===== config.mk =====
export PLATFORM = sky130hd
export DESIGN_NAME = alu_pipe
export DESIGN_NICKNAME = d
export VERILOG_FILES = /design/src/rtl/alu_pipe.sv
export SDC_FILE = /design/constraint.sdc
export NUM_CORES = 1
export LEC_CHECK = 0
export ABC_CLOCK_PERIOD_IN_PS = 2400
export CAP_MARGIN = 25
export CORE_MARGIN = 1
export CORE_UTILIZATION = 60
export CTS_CLUSTER_SIZE = 28
export DETAILED_ROUTE_END_ITERATION = 8
export PLACE_DENSITY = 0.86
export SYNTH_ARGS = -nofsm -noshare
export SYNTH_HDL_FRONTEND = slang
export SYNTH_SLANG_ARGS = --single-unit

===== constraint.sdc =====
create_clock -name clk -period 2.4 [get_ports clk]
set_input_delay 0.48 -clock clk [delete_from_list [all_inputs] [get_ports clk]]
set_output_delay 0.48 -clock clk [all_outputs]
set_load 0.02 [all_outputs]

===== src/rtl/alu_pipe.sv =====
// alu_pipe - registered ALU with valid/ready handshakes on both sides.
//
// Single-cycle ops (and/or/add/sub/slt/nor/sll/srl/sra) are computed
// combinationally from the inputs and captured at the accept edge, so
// out_valid_o rises one cycle after accept. Up to one op per cycle is
// accepted while the consumer keeps out_ready_o high.
//
// Optional feature macro: ALU_MUL_EN
//   defined   : opcode 1001 runs a shift-add multiply, one bit per cycle,
//               WIDTH cycles in state MUL (busy_o=1, in_ready_o=0).
//   undefined : 1001 is an unknown opcode (result 0, flags 0), busy_o=0.
//
// Ports
//   clk, rst           clock (rising edge), async active-high reset
//   in_valid_i/in_ready_o   operation handshake
//   a_i, b_i           operands (WIDTH)
//   mode_i             1 = signed, 0 = unsigned
//   opcode_i           4-bit operation code
//   shamt_i            shift amount (SHW = $clog2(WIDTH))
//   out_valid_o/out_ready_i result handshake
//   result_o, zero_o, overflow_o  registered result and flags
//   busy_o             multiply in progress
module alu_pipe #(
    parameter int WIDTH = 32,
    localparam int SHW = $clog2(WIDTH)
) (
    input  logic             clk,
    input  logic             rst,
    input  logic             in_valid_i,
    output logic             in_ready_o,
    input  logic [WIDTH-1:0] a_i,
    input  logic [WIDTH-1:0] b_i,
    input  logic             mode_i,
    input  logic [3:0]       opcode_i,
    input  logic [SHW-1:0]   shamt_i,
    output logic             out_valid_o,
    input  logic             out_ready_i,
    output logic [WIDTH-1:0] result_o,
    output logic             zero_o,
    output logic             overflow_o,
    output logic             busy_o
);
    localparam logic [3:0] OP_AND = 4'b0000, OP_OR  = 4'b0001, OP_ADD = 4'b0010,
                           OP_SUB = 4'b0110, OP_SLT = 4'b0111, OP_NOR = 4'b1100,
                           OP_SLL = 4'b0100, OP_SRL = 4'b0101, OP_SRA = 4'b1000,
                           OP_MUL = 4'b1001;

    logic [WIDTH-1:0] result_q, result_d;
    logic             zero_q, zero_d, overflow_q, overflow_d;
    logic             out_valid_q, out_valid_d;
    logic             accept, accept_mul;
    logic [WIDTH-1:0] res_c;
    logic             ovf_c;
    logic [WIDTH:0]   sum_c, diff_c;

    // Extra top bit carries the unsigned carry-out / borrow.
    assign sum_c  = {1'b0, a_i} + {1'b0, b_i};
    assign diff_c = {1'b0, a_i} - {1'b0, b_i};

    always_comb begin
        res_c = '0;
        ovf_c = 1'b0;
        case (opcode_i)
            OP_AND: res_c = a_i & b_i;
            OP_OR:  res_c = a_i | b_i;
            OP_NOR: res_c = ~(a_i | b_i);
            OP_ADD: begin
                res_c = sum_c[WIDTH-1:0];
                ovf_c = mode_i ? ((a_i[WIDTH-1] == b_i[WIDTH-1]) && (sum_c[WIDTH-1] != a_i[WIDTH-1]))
                               : sum_c[WIDTH];
            end
            OP_SUB: begin
                res_c = diff_c[WIDTH-1:0];
                ovf_c = mode_i ? ((a_i[WIDTH-1] != b_i[WIDTH-1]) && (diff_c[WIDTH-1] != a_i[WIDTH-1]))
                               : diff_c[WIDTH];
            end
            OP_SLT: res_c = WIDTH'(mode_i ? ($signed(a_i) < $signed(b_i)) : (a_i < b_i));
            OP_SLL: res_c = a_i << shamt_i;
            OP_SRL: res_c = a_i >> shamt_i;
            OP_SRA: res_c = $unsigned($signed(a_i) >>> shamt_i);
            default: ;
        endcase
    end

`ifdef ALU_MUL_EN
    typedef enum logic {S_IDLE, S_MUL} state_t;
    state_t state_q, state_d;

    logic [2*WIDTH-1:0] mcand_q, acc_q, acc_nx, prod;
    logic [WIDTH-1:0]   mplier_q, mag_a, mag_b;
    logic [SHW-1:0]     cnt_q;
    logic               neg_q, sgn_q, mul_last, mul_ovf;

    assign accept_mul = accept && (opcode_i == OP_MUL);
    assign in_ready_o = (state_q == S_IDLE) && (!out_valid_q || out_ready_i);
    assign busy_o     = (state_q == S_MUL);

    assign mag_a    = (mode_i && a_i[WIDTH-1]) ? -a_i : a_i;
    assign mag_b    = (mode_i && b_i[WIDTH-1]) ? -b_i : b_i;
    assign mul_last = (state_q == S_MUL) && (cnt_q == SHW'(WIDTH-1));
    // The final iteration's sum feeds the result directly so the product
    // lands on the same edge that leaves MUL.
    assign acc_nx   = acc_q + (mplier_q[0] ? mcand_q : '0);
    assign prod     = neg_q ? -acc_nx : acc_nx;
    // Signed: representable only if the top WIDTH+1 bits are all equal.
    assign mul_ovf  = sgn_q ? !((&prod[2*WIDTH-1:WIDTH-1]) || !(|prod[2*WIDTH-1:WIDTH-1]))
                            : (|prod[2*WIDTH-1:WIDTH]);

    always_comb begin
        state_d = state_q;
        case (state_q)
            S_IDLE:  if (accept_mul) state_d = S_MUL;
            S_MUL:   if (mul_last)   state_d = S_IDLE;
            default: state_d = S_IDLE;
        endcase
    end

    always_ff @(posedge clk or posedge rst) begin
        if (rst) begin
            state_q  <= S_IDLE;
            mcand_q  <= '0;
            mplier_q <= '0;
            acc_q    <= '0;
            cnt_q    <= '0;
            neg_q    <= 1'b0;
            sgn_q    <= 1'b0;
        end else begin
            state_q <= state_d;
            if (accept_mul) begin
                mcand_q  <= {{WIDTH{1'b0}}, mag_a};
                mplier_q <= mag_b;
                acc_q    <= '0;
                cnt_q    <= '0;
                neg_q    <= mode_i && (a_i[WIDTH-1] ^ b_i[WIDTH-1]);
                sgn_q    <= mode_i;
            end else if (state_q == S_MUL) begin
                acc_q    <= acc_nx;
                mcand_q  <= mcand_q << 1;
                mplier_q <= mplier_q >> 1;
                cnt_q    <= cnt_q + SHW'(1);
            end
        end
    end
`else
    assign accept_mul = 1'b0;
    assign in_ready_o = !out_valid_q || out_ready_i;
    assign busy_o     = 1'b0;
`endif

    assign accept = in_valid_i && in_ready_o;

    always_comb begin
        result_d    = result_q;
        zero_d      = zero_q;
        overflow_d  = overflow_q;
        out_valid_d = out_valid_q;
        if (out_valid_q && out_ready_i) out_valid_d = 1'b0;
        if (accept && !accept_mul) begin
            result_d    = res_c;
            overflow_d  = ovf_c;
            zero_d      = (res_c == '0);
            out_valid_d = 1'b1;
        end
`ifdef ALU_MUL_EN
        if (mul_last) begin
            result_d    = prod[WIDTH-1:0];
            overflow_d  = mul_ovf;
            zero_d      = (prod[WIDTH-1:0] == '0);
            out_valid_d = 1'b1;
        end
`endif
    end

    always_ff @(posedge clk or posedge rst) begin
        if (rst) begin
            result_q    <= '0;
            zero_q      <= 1'b0;
            overflow_q  <= 1'b0;
            out_valid_q <= 1'b0;
        end else begin
            result_q    <= result_d;
            zero_q      <= zero_d;
            overflow_q  <= overflow_d;
            out_valid_q <= out_valid_d;
        end
    end

    assign result_o    = result_q;
    assign zero_o      = zero_q;
    assign overflow_o  = overflow_q;
    assign out_valid_o = out_valid_q;
endmodule


==> results of run 1 <==
-- synth_stat cells, types with 12 or more instances --
master	number
nor3_1	45
o22ai_1	21
a21o_1	21
nand2b_1	19
a22oi_1	38
o21ai_0	104
nor2_1	136
mux4_2	44
and2_1	13
ha_1	100
a221oi_1	16
nor4_1	22
o22a_1	22
mux2i_1	68
dfrtp_1	35
nand2_1	150
a2111oi_0	12
buf_2	31
nand3_1	24
a21oi_1	94
o211ai_1	22
a211oi_1	42
a31oi_1	19
nor2b_1	27
clkbuf_1	96
xnor2_1	16
mux2_2	34
inv_1	97
-- kinds of logic after synthesis --
group                      count (synthesis)  share of synthesized area
adders and majority gates                102                      0.109
xor gates and xnor gates                  21                     0.0155
other                                      1                   0.000316
AOI/OAI and AO/OA                        554                      0.327
muxes                                    151                      0.184
DFF                                       35                     0.0737
and+or+nand+nor                          506                      0.206
buffers and inverters                    244                     0.0851
-- through the flow --
stage	worst slack [ns]	cell area, um^2
floorplan	-0.820	12700
global placement	-2.01	18100
detailed placement	-2.20	18100
==> metrics.md, run 1 <==
| Metric | Value |
|---|---|
| Status | `stopped before the end` |
| Syn Inst Count | `1614` |
| Post-CTS Resized | `738` |
| Root buffer cell | `clkbuf_16` |
| Post-synth top area share | `0.105` |
| Clock buffer depth | `2` |
| Placed wire-length estimate | `58200 um` |
| Clock sink count | `35` |
| Synth top area cells | `ha_1, mux4_2, dfrtp_1, mux2i_1, nand2_1` |
| Inst Count DP | `2481` |
| Gpl congestion | `1.27` |
| Yosys top cell by area | `ha_1` |
| Synth Flop Type | `dfrtp_1` |
| Row count | `51` |
| Port Buf Inserts | `113` |
| Mapped Area | `roughly 12000 um^2` |
| Post-synth ARST share | `1.00` |
| Die Ht | `143 um` |
| Number of synthesized flops with an enable pin | `0` |
| Hold_buf cts | `0` |
| Initial core utilization | `0.611` |
| First Err | `[ERROR DPL-0038] Utilization greater than 100%, impossible to legalize` |
| Post-synthesis cell type count | `89` |
| Die Wd | `143 um` |
| # Post-CTS Setup Buffers | `143` |
| CTS Buf Count | `5` |
| H-tree Lvls | `2` |
| Fail Step | `4_1_cts` |
| Synth Net Count | `1794` |
| Yosys reg bits | `35` |
| Synth Warn # | `0` |
| Top Ports | `115` |
| Post-synthesis sequential area ratio | `0.0737` |
| Syn Area/Cell | `approximately 7.4 um^2` |
==> inputs of run 2 (changes only) <==
Settings changed: CORE_UTILIZATION 60 to 40, CTS_CLUSTER_SIZE 28 to not set, PLACE_DENSITY 0.86 to not set, PLACE_DENSITY_LB_ADDON set to 0.15.
==> run 2 against run 1 <==
Effect of this change: synthesized cell count is the same; the flow now finishes, with violations (negative setup slack); area after synthesis is the same.
==> metrics.md, run 2 <==
| Metric | Value |
|---|---|
| CP Data Arrival Time | `3.94 ns` |
| Core Region | `about 29000 um^2` |
| FF-to-FF Start | `out_valid_o` |
| Worst min-delay path class | `flip-flop to flip-flop` |
| Drc violations | `0` |
| Clock Skews | `around 0.0056 ns` |
| Startpoint Class | `input port` |
| Count of final hold-check violations | `0` |
| Post-DR vias/cell | `approximately 6.4` |
| Highest-count cells in the layout ignoring fill and taps | `buf_4, nand2_1, nor2_1, buf_6, ha_1` |
| Final Max Tran Viols | `0` |
| Vias in the first global route | `17494` |
| Flop2flop setup slack | `-0.39 ns` |
| Die Wd | `174 um (+22%)` |
| Syn Area/Cell | `7.36 um^2 (unchanged)` |
| Global-route wire length before repair | `roughly 110000 um` |
| Post-route ant nets | `0` |
| HP Start | `result_o[15]` |
| Root buffer cell | `clkbuf_16` |
| Clk slew on worst S/H paths | `roughly 0.05 ns` |
| CTS Buf Count | `5 (unchanged)` |
| Synth top area cells | `ha_1, mux4_2, dfrtp_1, mux2i_1, nand2_1` |
| Fmax | `266 MHz` |
| Hold_buf cts | `0 (unchanged)` |
| DR pass1 iterations | `6` |
| MaxCap Viol Count | `0` |
| Failing checks | `negative setup slack` |
| H-tree Lvls | `2 (unchanged)` |
| Top post-synthesis cells by count | `nand2_1, nor2_1, o21ai_0, ha_1, inv_1` |
| Most frequent cell after synthesis | `nand2_1` |
| Yosys top cell by area | `ha_1` |
| Placed wire-length estimate | `54100 um (-7.0%)` |
| Pwr/cell area | `315 nW/um^2` |
| Final min period | `3.76 ns` |
| Yosys reg bits | `35 (unchanged)` |
| Commonest non-fill, non-tap cell in the layout | `buf_4` |
| Die area | `30400 um^2` |
| Share of post-route cells with drive strength above 1 | `0.567` |
| Gpl congestion | `1.08 (-15%)` |
| Max VDD drop | `0.313 mV` |
| Initial core utilization | `0.411 (-0.200)` |
| Row count | `62 (+22%)` |
| Setup WS pre-CTS | `-2.23 ns (-0.0275 ns)` |
| Post-synth ARST share | `1.00 (unchanged)` |
| Layer carrying the most global-route usage | `met2` |
| Number of synthesized flops with an enable pin | `0 (unchanged)` |
| Critical path required time | `~2.6 ns` |
| Buf/Inv on CP | `4` |
| Initial antenna violation count | `0` |
| Gr usage total | `0.453` |
| Post-route setup slack | `-1.36 ns` |
| Syn-to-layout area delta | `91.4%` |
| Final #Nets | `2646` |
| Synth Flop Type | `dfrtp_1` |
| Synth Warn # | `0 (unchanged)` |
| Met2 usage | `0.700` |
| Crit end category | `flip-flop` |
| Critical Path Max Stage Delay | `0.39 ns` |
| Clock buffer depth | `2 (unchanged)` |
| Vias | `~18000` |
| Synth Net Count | `1794 (unchanged)` |
| Overall power | `7.18 mW` |
| Met3 Use GR | `0.0927` |
| Max reg flops | `32` |
| CP max-delay cell | `fa_2` |
| GR Overflow Total | `0` |
| Post-synth top area share | `0.105 (unchanged)` |
| Hold Crit Depth | `2` |
| Reg2reg end | `zero_o` |
| Crit Path Class | `input port to flip-flop` |
| Crit-path cells | `buf_8 -> buf_4 -> ha_4 -> fa_2 -> a211oi_4 -> o21ai_4 -> buf_6 -> xnor2_2 -> a221o_1 -> nor4b_2 -> nand4_1 -> nor4_4 -> buf_4 -> and4b_1 -> nand4_1 -> o41ai_2` |
| Top Ports | `115 (unchanged)` |
| CP Max Fanout | `3` |
| Final WL | `73500 um` |
| Unrepaired setup endpoints after global routing | `true` |
| Kind of cell adding the most delay to the critical path | `simple AND/OR/NAND/NOR gates` |
| Hold Path Sink | `result_o[15]` |
| Mapped Area | `11900 um^2 (unchanged)` |
| Worst-case reg-to-reg path depth | `11` |
| Largest net degree at the start of global routing | `51` |
| Period utilisation layout | `1.57` |
| Post-synthesis sequential area ratio | `0.0737 (unchanged)` |
| Met1 usage | `0.577` |
| Post-synthesis cell type count | `89 (unchanged)` |
| Slew @ Worst Pin | `slightly below 0.8 ns` |
| Setup violators final | `34` |
| Clock sink count | `35 (unchanged)` |
| Worst slew margin | `0.466` |
| Port Buf Inserts | `113 (unchanged)` |
| DR WL/cell | `25.8 um` |
| Status | `finished, violations left` |
| Die Ht | `174 um (+22%)` |
| Later-pin clock latency in the skew report | `roughly 0.29 ns` |
| CTS tree | `built` |
| 1st-iter DRT viols | `approximately 2300` |
| Syn Inst Count | `1614 (unchanged)` |
| Leak Pwr | `10.2 nW` |
## run 2: power by group
group	switching [mW]	internal, mW
Sequential	0.0554	0.689
Clock	0.260	0.406
Combinational	2.91	2.85
## run 2: cell type report
| class | instances | area, um^2 |
|---|---|---|
| multi-input cells | 1335 | 12400 |
| repair buffers | 992 | 8460 |
| fillers | 2069 | 6190 |
| flip-flops and latches | 35 | 876 |
| well taps | 384 | 480 |
| inverters | 97 | 424 |
| clock buffers | 6 | 139 |
| clock inverters | 1 | 5.00 |
| diodes | 1 | 2.50 |
## run 2: timing repair
action | 4_1_cts | 5_1_grt
endpoints found under the setup margin | 34 | 34
resized for setup | 552 | 228
endpoints found under the hold margin | 0 | 0
gates cloned | 3 | 2
pin swaps | 156 | 110
buffers inserted | 129 | 71
## run 2: routing by layer
metal,vias to the layer above,part of all wire
met1,8651,0.38
met2,1368,0.43
met5,-,0
li1,7843,-
met4,0,0.077
met3,377,0.11
## run 2: worst reg2reg max path, cell delays in order (launching register included)
cell and delay, ns:
dfrtp_1 0.37, nand2b_1 0.12, nand2_1 0.23, a21oi_1 0.19
o21ai_0 0.18, a211oi_4 0.31, nand4_1 0.20, nor4_4 0.37
buf_4 0.17, and4b_1 0.23, nand4_1 0.12, o41ai_2 0.21
## run 2: logic make-up after synthesis
| kind of cell | synth area share |
|---|---|
| buffers and inverters | 0.0851 |
| and+or+nand+nor | 0.206 |
| muxes | 0.184 |
| xor gates and xnor gates | 0.0155 |
| other | 0.000316 |
| adders and majority gates | 0.109 |
| DFF | 0.0737 |
| AOI/OAI and AO/OA | 0.327 |
## run 2: worst max-delay path by stage
stage / startpoint / to / slack [ns] / depth (start not counted)
3_5_place_dp: a_i[6] / zero_o / -2.23 / 15
3_3_place_gp: a_i[6] / zero_o / -2.19 / 15
6_report: a_i[0] / zero_o / -1.36 / 16
4_1_cts: b_i[1] / zero_o / -1.28 / 16
5_1_grt: a_i[0] / zero_o / -1.43 / 16
2_1_floorplan: shamt_i[1] / zero_o / -0.82 / 13
## run 2: stage by stage
stage                     TNS (ns)  hold slack (ns)  area [um^2]  std cells  utilization
after floorplan              -7.18            0.583        12700       1614            -
after global placement      -45.63            0.456        18700       2660        0.648
after detailed placement    -43.69            0.471        18700       2661        0.648
after CTS                   -16.80            0.488        21500       2787        0.743
after global routing        -22.64            0.510        22700       2850        0.786
final                       -20.82            0.478        22700       2851        0.786
Power figures use the tool's default switching activity.
==> inputs of run 3 (changes only) <==
Settings changed: CTS_CLUSTER_DIAMETER set to 60.
==> results of run 3 <==
Final layout, timing and power as in run 2 (identical DEF).
==> inputs of run 4 (changes only) <==
Settings changed: PLACE_DENSITY_LB_ADDON 0.15 to 0.12.
==> run 4 against run 3 <==
Effect of this change: the flow still finishes with violations (negative setup slack); largest power group unchanged; cell area up 1.3%; clock power down 0.9%; flip-flop and latch count unchanged; critical endpoint unchanged; register-to-register slack better by 0.17 ns; clock skew up 0.00085 ns; critical path depth up 2; wire length up 0.46%; final cell count down 0.70%.
==> metrics.md, run 4 (synthesized netlist as in run 2, its figures left out) <==
| Metric | Value |
|---|---|
| Final Instance Area | `23000 um^2 (+1.3%)` |
| Fmax | `278 MHz (+4.5%)` |
| Clock Skews | `0.00640 ns (+0.000845 ns)` |
| Critical path required time | `2.59 ns (about the same)` |
| Antenna diode count | `0 (-1)` |
| Pwr/cell area | `312 nW/um^2 (-0.96%)` |
| Initial antenna violation count | `0 (unchanged)` |
| Drc violations | `0 (unchanged)` |
| Commonest non-fill, non-tap cell in the layout | `buf_4` |
| Clock buffer depth | `2 (unchanged)` |
| CP max-delay cell | `fa_2` |
| CTS tree | `built` |
| Int Power | `3.96 mW (+0.16%)` |
| 1st-iter DRT viols | `2379 (+2.6%)` |
| Top Ports | `115 (unchanged)` |
| Final Max Tran Viols | `0 (unchanged)` |
| Later-pin clock latency in the skew report | `0.28 ns (about the same)` |
| P_sw | `3.24 mW (+0.48%)` |
| Placed wire-length estimate | `54800 um (+1.3%)` |
| Period utilisation layout | `1.50 (-0.0674)` |
| Leak Pwr | `10.2 nW (about the same)` |
| Post-DR vias/cell | `6.42 (+0.42%)` |
| Port Buf Inserts | `113 (unchanged)` |
| DR pass1 iterations | `6 (unchanged)` |
| Max VDD drop | `0.314 mV (+0.35%)` |
| CP Data Arrival Time | `3.78 ns (-0.16 ns)` |
| Crit end category | `flip-flop` |
| H-tree Lvls | `2 (unchanged)` |
| Area after DPL | `18900 um^2 (+0.75%)` |
| Seq pwr share | `0.104 (about the same)` |
| Gr usage total | `0.463 (+0.0109)` |
| Register Area | `876 um^2 (unchanged)` |
| Vias in the first global route | `17490 (-0.023%)` |
| MaxCap Viol Count | `0 (unchanged)` |
| Area occupied by multi-input gates | `12700 um^2 (+2.6%)` |
| Fillers | `1929 (-6.8%)` |
| Share of post-route cells with drive strength above 1 | `0.575 (+0.00889)` |
| Gpl congestion | `1.05 (-2.1%)` |
| Largest net degree at the start of global routing | `51 (unchanged)` |
| Core Region | `28900 um^2 (unchanged)` |
| DR WL/cell | `26.1 um (+1.2%)` |
| Logic pwr share | `0.805 (+0.002)` |
| Unrepaired setup endpoints after global routing | `true` |
| Setup violators final | `34 (unchanged)` |
| Post-route ant nets | `0 (unchanged)` |
| Max reg flops | `32 (unchanged)` |
| Slew @ Worst Pin | `0.841 ns (+0.0469 ns)` |
| Sw Ratio | `0.451 (+0.000785)` |
| Syn-to-layout area delta | `93.9%` |
| Die area | `30400 um^2 (unchanged)` |
| Worst slew margin | `0.439 (-0.0267)` |
| Clk pwr share | `0.092 (about the same)` |
| Clk slew on worst S/H paths | `0.06 ns (about the same)` |
| Vias | `18188 (-0.28%)` |
| Setup TNS | `-16.54 ns (+4.28 ns)` |
| Final #Nets | `2627 (-0.72%)` |
| Crit Path Class | `input port to flip-flop` |
| CP Max Fanout | `3 (unchanged)` |
| Hold_buf cts | `0 (unchanged)` |
| Post-route setup slack | `-1.20 ns (+0.162 ns)` |
| CTS Buf Count | `5 (unchanged)` |
| Die Ht | `174 um (unchanged)` |
| Die Wd | `174 um (unchanged)` |
| Row count | `62 (unchanged)` |
| GR Overflow Total | `0 (unchanged)` |
| Startpoint Class | `input port` |
| Worst min-delay path class | `flip-flop to flip-flop` |
| Global-route wire length before repair | `108000 um (+2.0%)` |
| Status | `finished, violations left` |
| Final min period | `3.60 ns (-0.162 ns)` |
| Crit-path cells | `buf_12 -> clkinv_8 -> ha_4 -> inv_2 -> fa_2 -> buf_6 -> nand2b_4 -> a2111o_1 -> nand2_2 -> a211o_1 -> a221o_1 -> a211oi_2 -> nand3_1 -> nor4_2 -> buf_4 -> and4b_1 -> nand4_1 -> o41ai_2` |
| Count of final hold-check violations | `0 (unchanged)` |
| Highest-count cells in the layout ignoring fill and taps | `buf_4, nand2_1, nor2_1, buf_6, ha_1` |
| Final core occ | `0.796 (+0.0100)` |
| Clock sink count | `35 (unchanged)` |
| Critical Path Max Stage Delay | `0.38 ns (about the same)` |
| Initial core utilization | `0.411 (unchanged)` |
| Failing checks | `negative setup slack` |
| Root buffer cell | `clkbuf_16` |
| Final WL | `73800 um (+0.46%)` |
run 4: cell count changes in the layout (fill, tap and decap cells not counted), moves of 6 or more:
cell     before  now
inv_2        31   23
buf_4       752  727
buf_12       25   35
buf_8         4   10
mux2i_1      58   51
buf_6       113  103
o21ai_0      51   45
nor2_1      117  108
nor2_2        9   19
buf_2        13   19
run 4: through the flow:
step	hold WS [ns]	power, mW	instances	worst slack (ns)
after floorplan	0.583	2.91	1614	-0.820
after global placement	0.455	5.15	2666	-2.32
after detailed placement	0.456	5.20	2666	-2.28
after CTS	0.468	6.74	2801	-1.14
after global routing	0.511	7.47	2831	-1.34
final	0.467	7.20	2831	-1.20
run 4: timing repair:
action / in CTS / in global routing
endpoints found under the setup margin: 34 / 34
pin swaps: 170 / 94
gates resized for setup: 731 / 133
gates cloned: 2 / 1
setup buffers: 148 / 53
run 4: routing by layer:
| metal | up-vias | share of wire | GRT usage |
|---|---|---|---|
| met5 | - | 0 | 0 |
| met2 | 1387 | 0.44 | 0.743 |
| met4 | 0 | 0.070 | 0.217 |
| li1 | 7791 | - | - |
| met1 | 8660 | 0.38 | 0.590 |
| met3 | 350 | 0.11 | 0.101 |
run 4: power groups by stage:
stage / Clock (mW) / Combinational, mW / Sequential (mW)
floorplan: 0 / 2.04 / 0.873
global placement: 0 / 4.40 / 0.748
detailed placement: 0 / 4.45 / 0.753
CTS: 0.672 / 5.33 / 0.744
global route: 0.707 / 6.01 / 0.756
finish: 0.660 / 5.79 / 0.746
run 4: area by class of cell:
cell class                      instances  share of cell area
Tap cell                              384              0.0209
Clock inverter                          1            0.000217
Timing Repair Buffer                  973               0.365
Inverter                               97              0.0194
Sequential cell                        35              0.0380
Multi-Input combinational cell       1335               0.550
Clock buffer                            6             0.00603
run 4: final timing paths:
kind	endpoint	startpoint	cells after the start	slack, ns
worst max-delay path	zero_o	a_i[0]	18	-1.20
worst min-delay path	result_o[2]	result_o[2]	2	0.47
min in group asynchronous	overflow_o	rst	3	0.60
max in group asynchronous	result_o[14]	rst	3	1.45
worst min register to register	result_o[2]	result_o[2]	2	0.47
worst max register to register	zero_o	out_valid_o	11	-0.22
run 4: critical path, delay by kind of cell:
kind / cells / cell delay (ns)
AO/OA/AOI/OAI: 5 / 1.31
AND/OR/NAND/NOR: 6 / 0.97
buffers and inverters: 5 / 0.51
adder cells (fa/ha/maj): 2 / 0.51
